File: src/rtl/seq_alu.sv
// seq_alu: sequential ALU with a valid/ready handshake on both sides.
// Single-cycle ADD/SUB/AND/XOR/OR/SLT/SLTU; MUL is an optional unsigned
// shift-add multiplier taking WIDTH cycles, enabled by defining the
// macro SEQ_ALU_MUL_EN. With the macro undefined, opcode 111 completes in
// one cycle with result 0 and busy is tied low.
module seq_alu #(
   parameter int WIDTH = 32
) (
   input  logic             clk,
   input  logic             rst_n,
   input  logic             in_valid,
   output logic             in_ready,
   input  logic [WIDTH-1:0] a,
   input  logic [WIDTH-1:0] b,
   input  logic [2:0]       alu_control,
   output logic             out_valid,
   input  logic             out_ready,
   output logic [WIDTH-1:0] result,
   output logic             overflow,
   output logic             carry,
   output logic             zero,
   output logic             busy
);

   typedef enum logic [2:0] {
      OP_ADD  = 3'b000,
      OP_SUB  = 3'b001,
      OP_AND  = 3'b010,
      OP_XOR  = 3'b011,
      OP_OR   = 3'b100,
      OP_SLT  = 3'b101,
      OP_SLTU = 3'b110,
      OP_MUL  = 3'b111
   } op_e;

   op_e              w_op;
   logic             w_accept;
   logic             w_accept_alu;
   logic             w_is_mul;
   logic             w_idle;
   logic             w_mul_done;
   logic [WIDTH:0]   w_add;
   logic [WIDTH:0]   w_sub;
   logic [WIDTH-1:0] w_alu_res;
   logic             w_alu_ov;
   logic             w_alu_cy;
   logic [2*WIDTH-1:0] w_prod_next;

   logic             r_out_valid;
   logic [WIDTH-1:0] r_result;
   logic             r_overflow;
   logic             r_carry;
   logic             r_zero;

   assign w_op         = op_e'(alu_control);
   assign in_ready     = w_idle & (~r_out_valid | out_ready);
   assign w_accept     = in_valid & in_ready;
   assign w_accept_alu = w_accept & ~w_is_mul;

   // Carry-out of both adders is bit WIDTH; SUB carry=1 means no borrow.
   assign w_add = {1'b0, a} + {1'b0, b};
   assign w_sub = {1'b0, a} + {1'b0, ~b} + {{WIDTH{1'b0}}, 1'b1};

`ifdef SEQ_ALU_MUL_EN
   typedef enum logic {
      S_IDLE = 1'b0,
      S_MUL  = 1'b1
   } state_e;

   localparam int CW = $clog2(WIDTH);

   state_e             r_state;
   state_e             w_state_next;
   logic [CW-1:0]      r_cnt;
   logic [WIDTH-1:0]   r_mcand;
   // Upper half accumulates partial sums, lower half holds the remaining
   // multiplier bits; the whole register shifts right once per iteration.
   logic [2*WIDTH-1:0] r_prod;
   logic [WIDTH:0]     w_partial;

   assign w_is_mul    = (w_op == OP_MUL);
   assign w_idle      = (r_state == S_IDLE);
   assign busy        = (r_state == S_MUL);
   assign w_mul_done  = (r_state == S_MUL) && (r_cnt == CW'(WIDTH - 1));
   assign w_partial   = {1'b0, r_prod[2*WIDTH-1:WIDTH]}
                      + (r_prod[0] ? {1'b0, r_mcand} : '0);
   assign w_prod_next = {w_partial, r_prod[WIDTH-1:1]};

   // State register.
   always_ff @(posedge clk or negedge rst_n) begin
      // NOTE: sequential state uses non-blocking assignments so every
      // register samples pre-edge values regardless of statement order.
      if (!rst_n) r_state <= S_IDLE;
      else        r_state <= w_state_next;
   end

   // Next-state: start on an accepted MUL, return after WIDTH iterations.
   always_comb begin
      // NOTE: default first so every path assigns it and no latch is inferred.
      w_state_next = r_state;
      case (r_state)
         S_IDLE:  if (w_accept && w_is_mul) w_state_next = S_MUL;
         S_MUL:   if (w_mul_done)          w_state_next = S_IDLE;
         default: w_state_next = S_IDLE;
      endcase
   end

   // Multiplier datapath: load operands on accept, one add-shift per cycle.
   always_ff @(posedge clk or negedge rst_n) begin
      if (!rst_n) begin
         r_cnt   <= '0;
         r_mcand <= '0;
         r_prod  <= '0;
      end else if (w_accept && w_is_mul) begin
         r_cnt   <= '0;
         r_mcand <= a;
         r_prod  <= {{WIDTH{1'b0}}, b};
      end else if (r_state == S_MUL) begin
         r_prod  <= w_prod_next;
         r_cnt   <= w_mul_done ? '0 : r_cnt + 1'b1;
      end
   end
`else
   assign w_is_mul    = 1'b0;
   assign w_idle      = 1'b1;
   assign busy        = 1'b0;
   assign w_mul_done  = 1'b0;
   assign w_prod_next = '0;
`endif

   // Single-cycle operations; opcode 111 falls to the default when it
   // does not reach the multiplier.
   always_comb begin
      w_alu_res = '0;
      w_alu_ov  = 1'b0;
      w_alu_cy  = 1'b0;
      case (w_op)
         OP_ADD: begin
            w_alu_res = w_add[WIDTH-1:0];
            w_alu_cy  = w_add[WIDTH];
            w_alu_ov  = (a[WIDTH-1] == b[WIDTH-1]) && (w_add[WIDTH-1] != a[WIDTH-1]);
         end
         OP_SUB: begin
            w_alu_res = w_sub[WIDTH-1:0];
            w_alu_cy  = w_sub[WIDTH];
            w_alu_ov  = (a[WIDTH-1] != b[WIDTH-1]) && (w_sub[WIDTH-1] != a[WIDTH-1]);
         end
         OP_AND:  w_alu_res = a & b;
         OP_XOR:  w_alu_res = a ^ b;
         OP_OR:   w_alu_res = a | b;
         // Direct signed compare, so a-b overflow cannot corrupt the answer.
         OP_SLT:  w_alu_res = {{(WIDTH-1){1'b0}}, ($signed(a) < $signed(b))};
         OP_SLTU: w_alu_res = {{(WIDTH-1){1'b0}}, (a < b)};
         default: w_alu_res = '0;
      endcase
   end

   // Output register: load on ALU accept or MUL completion, hold under
   // backpressure, drop valid when consumed with nothing new arriving.
   always_ff @(posedge clk or negedge rst_n) begin
      // NOTE: result/flags are reset because their reset value is visible
      // on the ports; the operand registers above are reset for symmetry.
      if (!rst_n) begin
         r_out_valid <= 1'b0;
         r_result    <= '0;
         r_overflow  <= 1'b0;
         r_carry     <= 1'b0;
         r_zero      <= 1'b0;
      end else if (w_mul_done) begin
         r_out_valid <= 1'b1;
         r_result    <= w_prod_next[WIDTH-1:0];
         r_overflow  <= |w_prod_next[2*WIDTH-1:WIDTH];
         r_carry     <= 1'b0;
         r_zero      <= ~|w_prod_next[WIDTH-1:0];
      end else if (w_accept_alu) begin
         r_out_valid <= 1'b1;
         r_result    <= w_alu_res;
         r_overflow  <= w_alu_ov;
         r_carry     <= w_alu_cy;
         r_zero      <= ~|w_alu_res;
      end else if (out_ready) begin
         r_out_valid <= 1'b0;
      end
   end

   assign out_valid = r_out_valid;
   assign result    = r_result;
   assign overflow  = r_overflow;
   assign carry     = r_carry;
   assign zero      = r_zero;

endmodule

File: config.mk
export PLATFORM = sky130hd
export DESIGN_NAME = seq_alu
export DESIGN_NICKNAME = d
export VERILOG_FILES = /design/src/rtl/seq_alu.sv
export SDC_FILE = /design/constraint.sdc
export NUM_CORES = 1
export LEC_CHECK = 0
export BUFFER_PORTS_ARGS = -buffer_cell sky130_fd_sc_hd__buf_2
export CAP_MARGIN = 25
export CORE_MARGIN = 4
export CORE_UTILIZATION = 45
export CTS_CLUSTER_DIAMETER = 60
export DETAILED_ROUTE_END_ITERATION = 16
export PLACE_DENSITY = 0.76
export SLEW_MARGIN = 30
export SYNTH_ARGS = -nofsm -noshare
export SYNTH_HDL_FRONTEND = slang
export SYNTH_SLANG_ARGS = --single-unit
File: constraint.sdc
create_clock -name clk -period 2.8 [get_ports clk]
set_input_delay 0.56 -clock clk [delete_from_list [all_inputs] [get_ports clk]]
set_output_delay 0.56 -clock clk [all_outputs]
set_load 0.02 [all_outputs]
==> flow_summary.ini, run 1 <==
[status]
status = finished with violations
violations = setup timing

[synthesis]
synth_edf_count = 0
syn_nets = 1302
synthesis.area_um2 = 7680
synth.area.mux_share_pct = 0.7168
yosys_most_used_dff = dfrtp_1
synthSimpleGateAreaFrac_pct = 24.75
yosysSeqAreaShare_pct = 11.73
synth_top_area_share_pct = 17.76
synth_adder_area_share_pct = 18.28
synthCells = 1120
ys_seq_elements = 36
synthXorXnorAreaFrac_pct = 1.254
synth.distinct_cells = 87
avgSynthCellArea_um2 = 6.857
synth_top_family_by_area = compound AO/OA/AOI/OAI gates
synth_compound_area_share_pct = 34.70
yosysTopAreaCell = ha_1
yosysWarnings = 0
synth_top_cells_by_area = ha_1 (18%), dfrtp_1 (12%), a21oi_1 (6.5%)
synthArstFlopShare_pct = 100.0

[drt]
routedWlPerCell_um = 23.22
finalWirelength_um = 43590
first_pass_iters = 6
vias = 11981
drtIter0Drc = 1555
postRouteAntennaNets = 0
avgViaCountPerCell = 6.383
drc = 0

[critical_path]
critPathMaxFanout = 3
crit_chain = buf_8, clkinvlp_4, buf_6, ha_4, a21o_1, buf_4, nand4_1, a21oi_1, o21ai_0, a31oi_4, a2bb2oi_2, buf_4, nand4_1, nor4_2, nand4_1, o21ai_1
slowest_delay_ns = 0.40
slowest_stage = a21oi_1
crit_family = compound AO/OA/AOI/OAI gates
required_ns = 3.01
start_kind = primary input
critPathKind = primary input to register
cp-end-kind = register
cp.buffers_inverters = 5
cpMostUsedCell = nand4_1
cp.arrival_ns = 3.78

[timing]
finalSetupViolations = 24
grt_setup_unrepaired = true
slew_viol_final = 0
fin_ws_ns = -0.7647
skew_ns = 0.006725
hold_viol = 0
worstMarginPinSlew_ns = 0.9028
fmax_mhz = 280.5
slew_headroom_pct = 39.81
post-route-period-util_pct = 127.3
finalSetupTns_ns = -5.773
final.min_clock_period_ns = 3.565

[final_layout]
finish.utilization_pct = 84.09
nets = 1838
area_delta_synth_final_pct = 82.23
diodes = 0
drive_above_1_share_pct = 50.51

[worst_hold_path]
hold_class = primary input to async pin

[placed_design]
post-place-ws_ns = -1.045
port_buffers = 107
dp_hpwl_um = 30140
place.gp.congestion = 1.028

[floorplan]
core_area_um2 = 16640
pin_count = 109
initial_core_util_pct = 46.15
dieArea_um2 = 19220
die_y_um = 138.6
core.rowCount = 47
die_w_um = 138.6

[cts]
cts.sinks = 36
clk_latency_ns = 0.29
clk_pin_slew_worst_paths_ns = 0.06
cts.path.max_buffers = 2
htreeDepth = 2
numCtsBuffers = 5
cts_tree = built
root_buffer = clkbuf_16

[pwr]
p_leak_nw = 6.661
power.internal_mw = 2.477
power_density_nw_per_um2 = 324.4
power_frac_clock_pct = 12.9
pwr-share-seq_pct = 14.8
p_sw_share_pct = 45.43
p_sw_mw = 2.063
p_comb_share_pct = 72.3
ir_drop_mv = 0.4602

[global_route]
grt_max_degree = 49
gr-total-overflow = 0
first_global_vias = 10727
antenna_found_initial = 0
grt_usage_pct = 37.01
grt_pass1_wl_um = 58080

[flow_run]
maxCapViolCount = 0
[registers in the layout (all words and copies together), names as in the netlist]
signal	count
carry	1
overflow	1
out_valid	1
zero	1
result	32
[synth_stat cells (all sizes together) (8+ instances only)]
library cell	number
xnor2	8
nand4	18
nand2	122
nand2b	13
clkbuf	48
a21oi	100
dfrtp	36
nor2	111
nor3b	8
nor2b	16
a21o	15
a211oi	13
nand3	25
a211o	10
nor3	28
ha	109
inv	96
o21ai	89
buf	22
o31ai	16
a31oi	20
o221ai	15
nor4	10
o211ai	15
[stage by stage]
step	area (um2)	instances	hold slack [ns]	total power [mW]
6_report	13990	1877	0.3587	4.540
3_5_place_dp	11780	1812	0.4579	3.192
4_1_cts	12740	1846	0.3847	3.995
3_3_place_gp	11780	1812	0.4460	3.157
2_1_floorplan	7901	1120	0.2644	1.881
5_1_grt	13990	1877	0.4289	4.703
[power groups by stage]
stage                     Combinational (mW)  Clock, mW  Sequential [mW]
final                                   3.28      0.586            0.672
after global routing                    3.42      0.601            0.678
after CTS                               2.77      0.574            0.657
after detailed placement                2.53          0            0.666
after global placement                  2.49          0            0.664
after floorplan                         1.10          0            0.779
[logic make-up (layout without fill, tap and decap cells)]
group	Yosys count	after routing
xor gates and xnor gates	11	11
adders and majority gates	111	111
AOI/OAI and AO/OA	394	394
DFF	36	36
buffers and inverters	166	703
other	1	1
muxes	5	5
and+or+nand+nor	396	396
[final timing paths]
check | start | to | slack (ns) | cells after the start
max | a[1] | zero | -0.76 | 16
min | rst_n | carry | 0.36 | 1
max reg2reg | out_valid | zero | 0.66 | 9
min reg2reg | result[18] | result[18] | 0.49 | 2
max in group asynchronous | rst_n | result[8] | 1.94 | 1
min in group clk | result[18] | result[18] | 0.49 | 2
[cells in the final DEF (no fill, tap or decap), drive strengths merged, types with 8 or more instances in the layout]
master	count
buf	599
nand2	122
nor2	111
ha	109
a21oi	100
inv	95
o21ai	89
dfrtp	36
nor3	28
nand3	25
a31oi	20
nand4	18
nor2b	16
o31ai	16
o211ai	15
a21o	15
o221ai	15
nand2b	13
a211oi	13
a211o	10
nor4	10
nor3b	8
xnor2	8
[per-layer routing]
metal	GRT usage (%)	vias up	share of wire (%)
li1	-	5124	-
met1	50.30	5543	37
met2	61.66	1019	44
met3	5.310	295	12
met4	10.09	0	6.8
met5	0	-	0
[final cells by class]
| class | instances | area [um2] |
|---|---|---|
| Clock inverter | 2 | 13.76 |
| Inverter | 96 | 407.9 |
| Clock buffer | 6 | 138.9 |
| Sequential cell | 36 | 900.9 |
| Multi-Input combinational cell | 918 | 7611 |
| Timing Repair Buffer | 599 | 4647 |
| Fill cell | 959 | 2648 |
| Tap cell | 220 | 275.3 |
[worst register-to-register path, stage by stage, from the launching register on]
cell      delay [ns]
dfrtp_1         0.39
nand2b_1        0.16
nand2_1         0.14
a21oi_1         0.18
o211ai_1        0.14
nor4_2          0.27
nand4_1         0.17
nor4_2          0.33
nand4_1         0.13
o21ai_1         0.16
[repair_timing]
action / CTS / global route
setup endpoints to repair: 26 / 28
gates resized for setup: 128 / 221
cloned: 0 / 0
setup buffers: 28 / 41
pin swaps: 60 / 107
hold buffers: 0 / 0
Note: power is estimated with default switching activity, not from simulation.
==> inputs of run 2 (changes only) <==
--- a/config.mk
+++ b/config.mk
@@ -9,9 +9,11 @@
 export CAP_MARGIN = 25
 export CORE_MARGIN = 4
 export CORE_UTILIZATION = 45
+export CTS_BUF_LIST = sky130_fd_sc_hd__clkbuf_2 sky130_fd_sc_hd__clkbuf_4 sky130_fd_sc_hd__clkbuf_8
 export CTS_CLUSTER_DIAMETER = 60
 export DETAILED_ROUTE_END_ITERATION = 16
 export PLACE_DENSITY = 0.76
+export RECOVER_POWER = 25
 export SLEW_MARGIN = 30
 export SYNTH_ARGS = -nofsm -noshare
 export SYNTH_HDL_FRONTEND = slang
==> run 2 against run 1 <==
Against the previous run: the run ends with capacitance limit, slew limit, setup timing left; non-clock buffer count decreased by 2; via count decreased by 0.12%; design area decreased by 1.5%; clock-buffer cell count unchanged; clock power decreased by 30%; sequential cell count unchanged; global-route usage decreased by 0.32 points; combinational power decreased by 1%; critical endpoint unchanged; largest cell class unchanged.
==> flow_summary.ini, run 2 (synthesis results as in run 1) <==
[final_layout]
layout_commonest_cell = buf_4
area_delta_synth_final_pct = 79.54
nets = 1836
final_area_um2 = 13790
largest_reg_flops = 32
diodes = 0
drive_above_1_share_pct = 50.03
layout_common_cells = buf_4 (441), nand2_1 (113), nor2_1 (104)
fin_cells = 1875

[pwr]
pwr-share-seq_pct = 15.4
p_leak_nw = 6.577
power.internal_mw = 2.304
p_sw_share_pct = 46.56
ir_drop_mv = 0.3292
p_sw_mw = 2.007
power_frac_clock_pct = 9.5
p_comb_share_pct = 75.1
power_density_nw_per_um2 = 312.7

[timing]
whs_ns = 0.4881
grt_setup_unrepaired = true
fmax_mhz = 297.2
skew_ns = 0.01142
worstMarginPinSlew_ns = 1.903
slew_viol_final = 37
slew_headroom_pct = -26.86
post-route-period-util_pct = 120.2
final.min_clock_period_ns = 3.365
hold_viol = 0
finalSetupTns_ns = -4.844
fin_ws_ns = -0.5652
finalSetupViolations = 22

[global_route]
antenna_found_initial = 0
grt_pass1_wl_um = 57850
grt_usage_pct = 36.69
first_global_vias = 10688
gr-total-overflow = 0
grt_max_degree = 49

[placed_design]
port_buffers = 107
dp_hpwl_um = 30140
post-place-ws_ns = -1.045
place.gp.congestion = 1.028
placed_cells = 1812
place_area_um2 = 11780

[cts]
clk_latency_ns = 0.30
htreeDepth = 2
cts.sinks = 36
numCtsBuffers = 5
cts_tree = built
root_buffer = clkbuf_8
cts.path.max_buffers = 2
clk_pin_slew_worst_paths_ns = 0.08

[floorplan]
die_w_um = 138.6
pin_count = 109
die_y_um = 138.6
dieArea_um2 = 19220
initial_core_util_pct = 46.15
core.rowCount = 47
core_area_um2 = 16640

[drt]
avgViaCountPerCell = 6.382
finalWirelength_um = 42910
drtIter0Drc = 1406
drc = 0
postRouteAntennaNets = 0
routedWlPerCell_um = 22.88
vias = 11967
first_pass_iters = 7

[critical_path]
start_kind = primary input
required_ns = 3.03
cp-end-kind = register
critPathKind = primary input to register
cp.arrival_ns = 3.60
critPathMaxFanout = 3

[worst_hold_path]
hold_class = register to register

[status]
status = finished with violations
violations = capacitance limit, slew limit, setup timing

[flow_run]
maxCapViolCount = 1
run 2: changes by cell type in the layout (fill, tap and decap cells not counted), sizes merged:
cell,delta
buf,-4
clkbuf,+2
run 2: power groups by stage:
stage	logic, mW	registers [mW]	clock network (mW)
6_report	3.24	0.664	0.408
5_1_grt	3.38	0.673	0.422
4_1_cts	2.76	0.656	0.397
3_5_place_dp	2.53	0.666	0
3_3_place_gp	2.49	0.664	0
2_1_floorplan	1.10	0.779	0
run 2: metrics by stage:
stage / util [%] / power (mW)
global route: 82.85 / 4.470
CTS: 76.26 / 3.812
global placement: 70.78 / 3.157
detailed placement: 70.78 / 3.192
finish: 82.85 / 4.311
floorplan: - / 1.881
run 2: cell type report:
type / instances / area [um2]
Inverter: 96 / 405.4
Multi-Input combinational cell: 918 / 7550
Clock buffer: 6 / 82.58
Timing Repair Buffer: 597 / 4561
Tap cell: 220 / 275.3
Clock inverter: 2 / 13.76
Sequential cell: 36 / 900.9
Fill cell: 1019 / 2854
run 2: layer usage:
metal  global-route usage, %  wire length, um  vias to the layer above
li1                        -                -                     5126
met1                   50.59            15890                     5502
met2                   60.92            18990                     1028
met3                   4.621             5046                      311
met4                   9.629             2988                        0
met5                       0                0                        -
run 2: worst paths after layout:
check                      startpoint        end  slack (ns)  depth (start not counted)
hold / removal              result[5]  result[5]        0.49                          2
hold reg to reg             result[5]  result[5]        0.49                          2
setup reg to reg            out_valid       zero        0.64                          9
max in group asynchronous       rst_n  result[8]        0.93                          1
min in group asynchronous       rst_n   overflow        0.77                          1
setup / recovery                 b[1]       zero       -0.57                         15
run 2: repair_timing:
item                       CTS  global route
buffers inserted            29            35
resized for setup          130           191
hold buffers                 0             0
pin swaps                   69            92
setup endpoints to repair   26            28
run 2: worst max-delay path, cell delays in order:
cell and delay [ns]:
buf_8 0.08, clkinvlp_4 0.14, buf_6 0.16, fa_2 0.39
nor2b_4 0.15, o2111ai_4 0.16, buf_6 0.15, a21o_1 0.18
a31oi_4 0.26, a41oi_4 0.22, a21oi_2 0.24, o221ai_4 0.15
a2111oi_4 0.44, nand4_1 0.14, o21ai_1 0.16
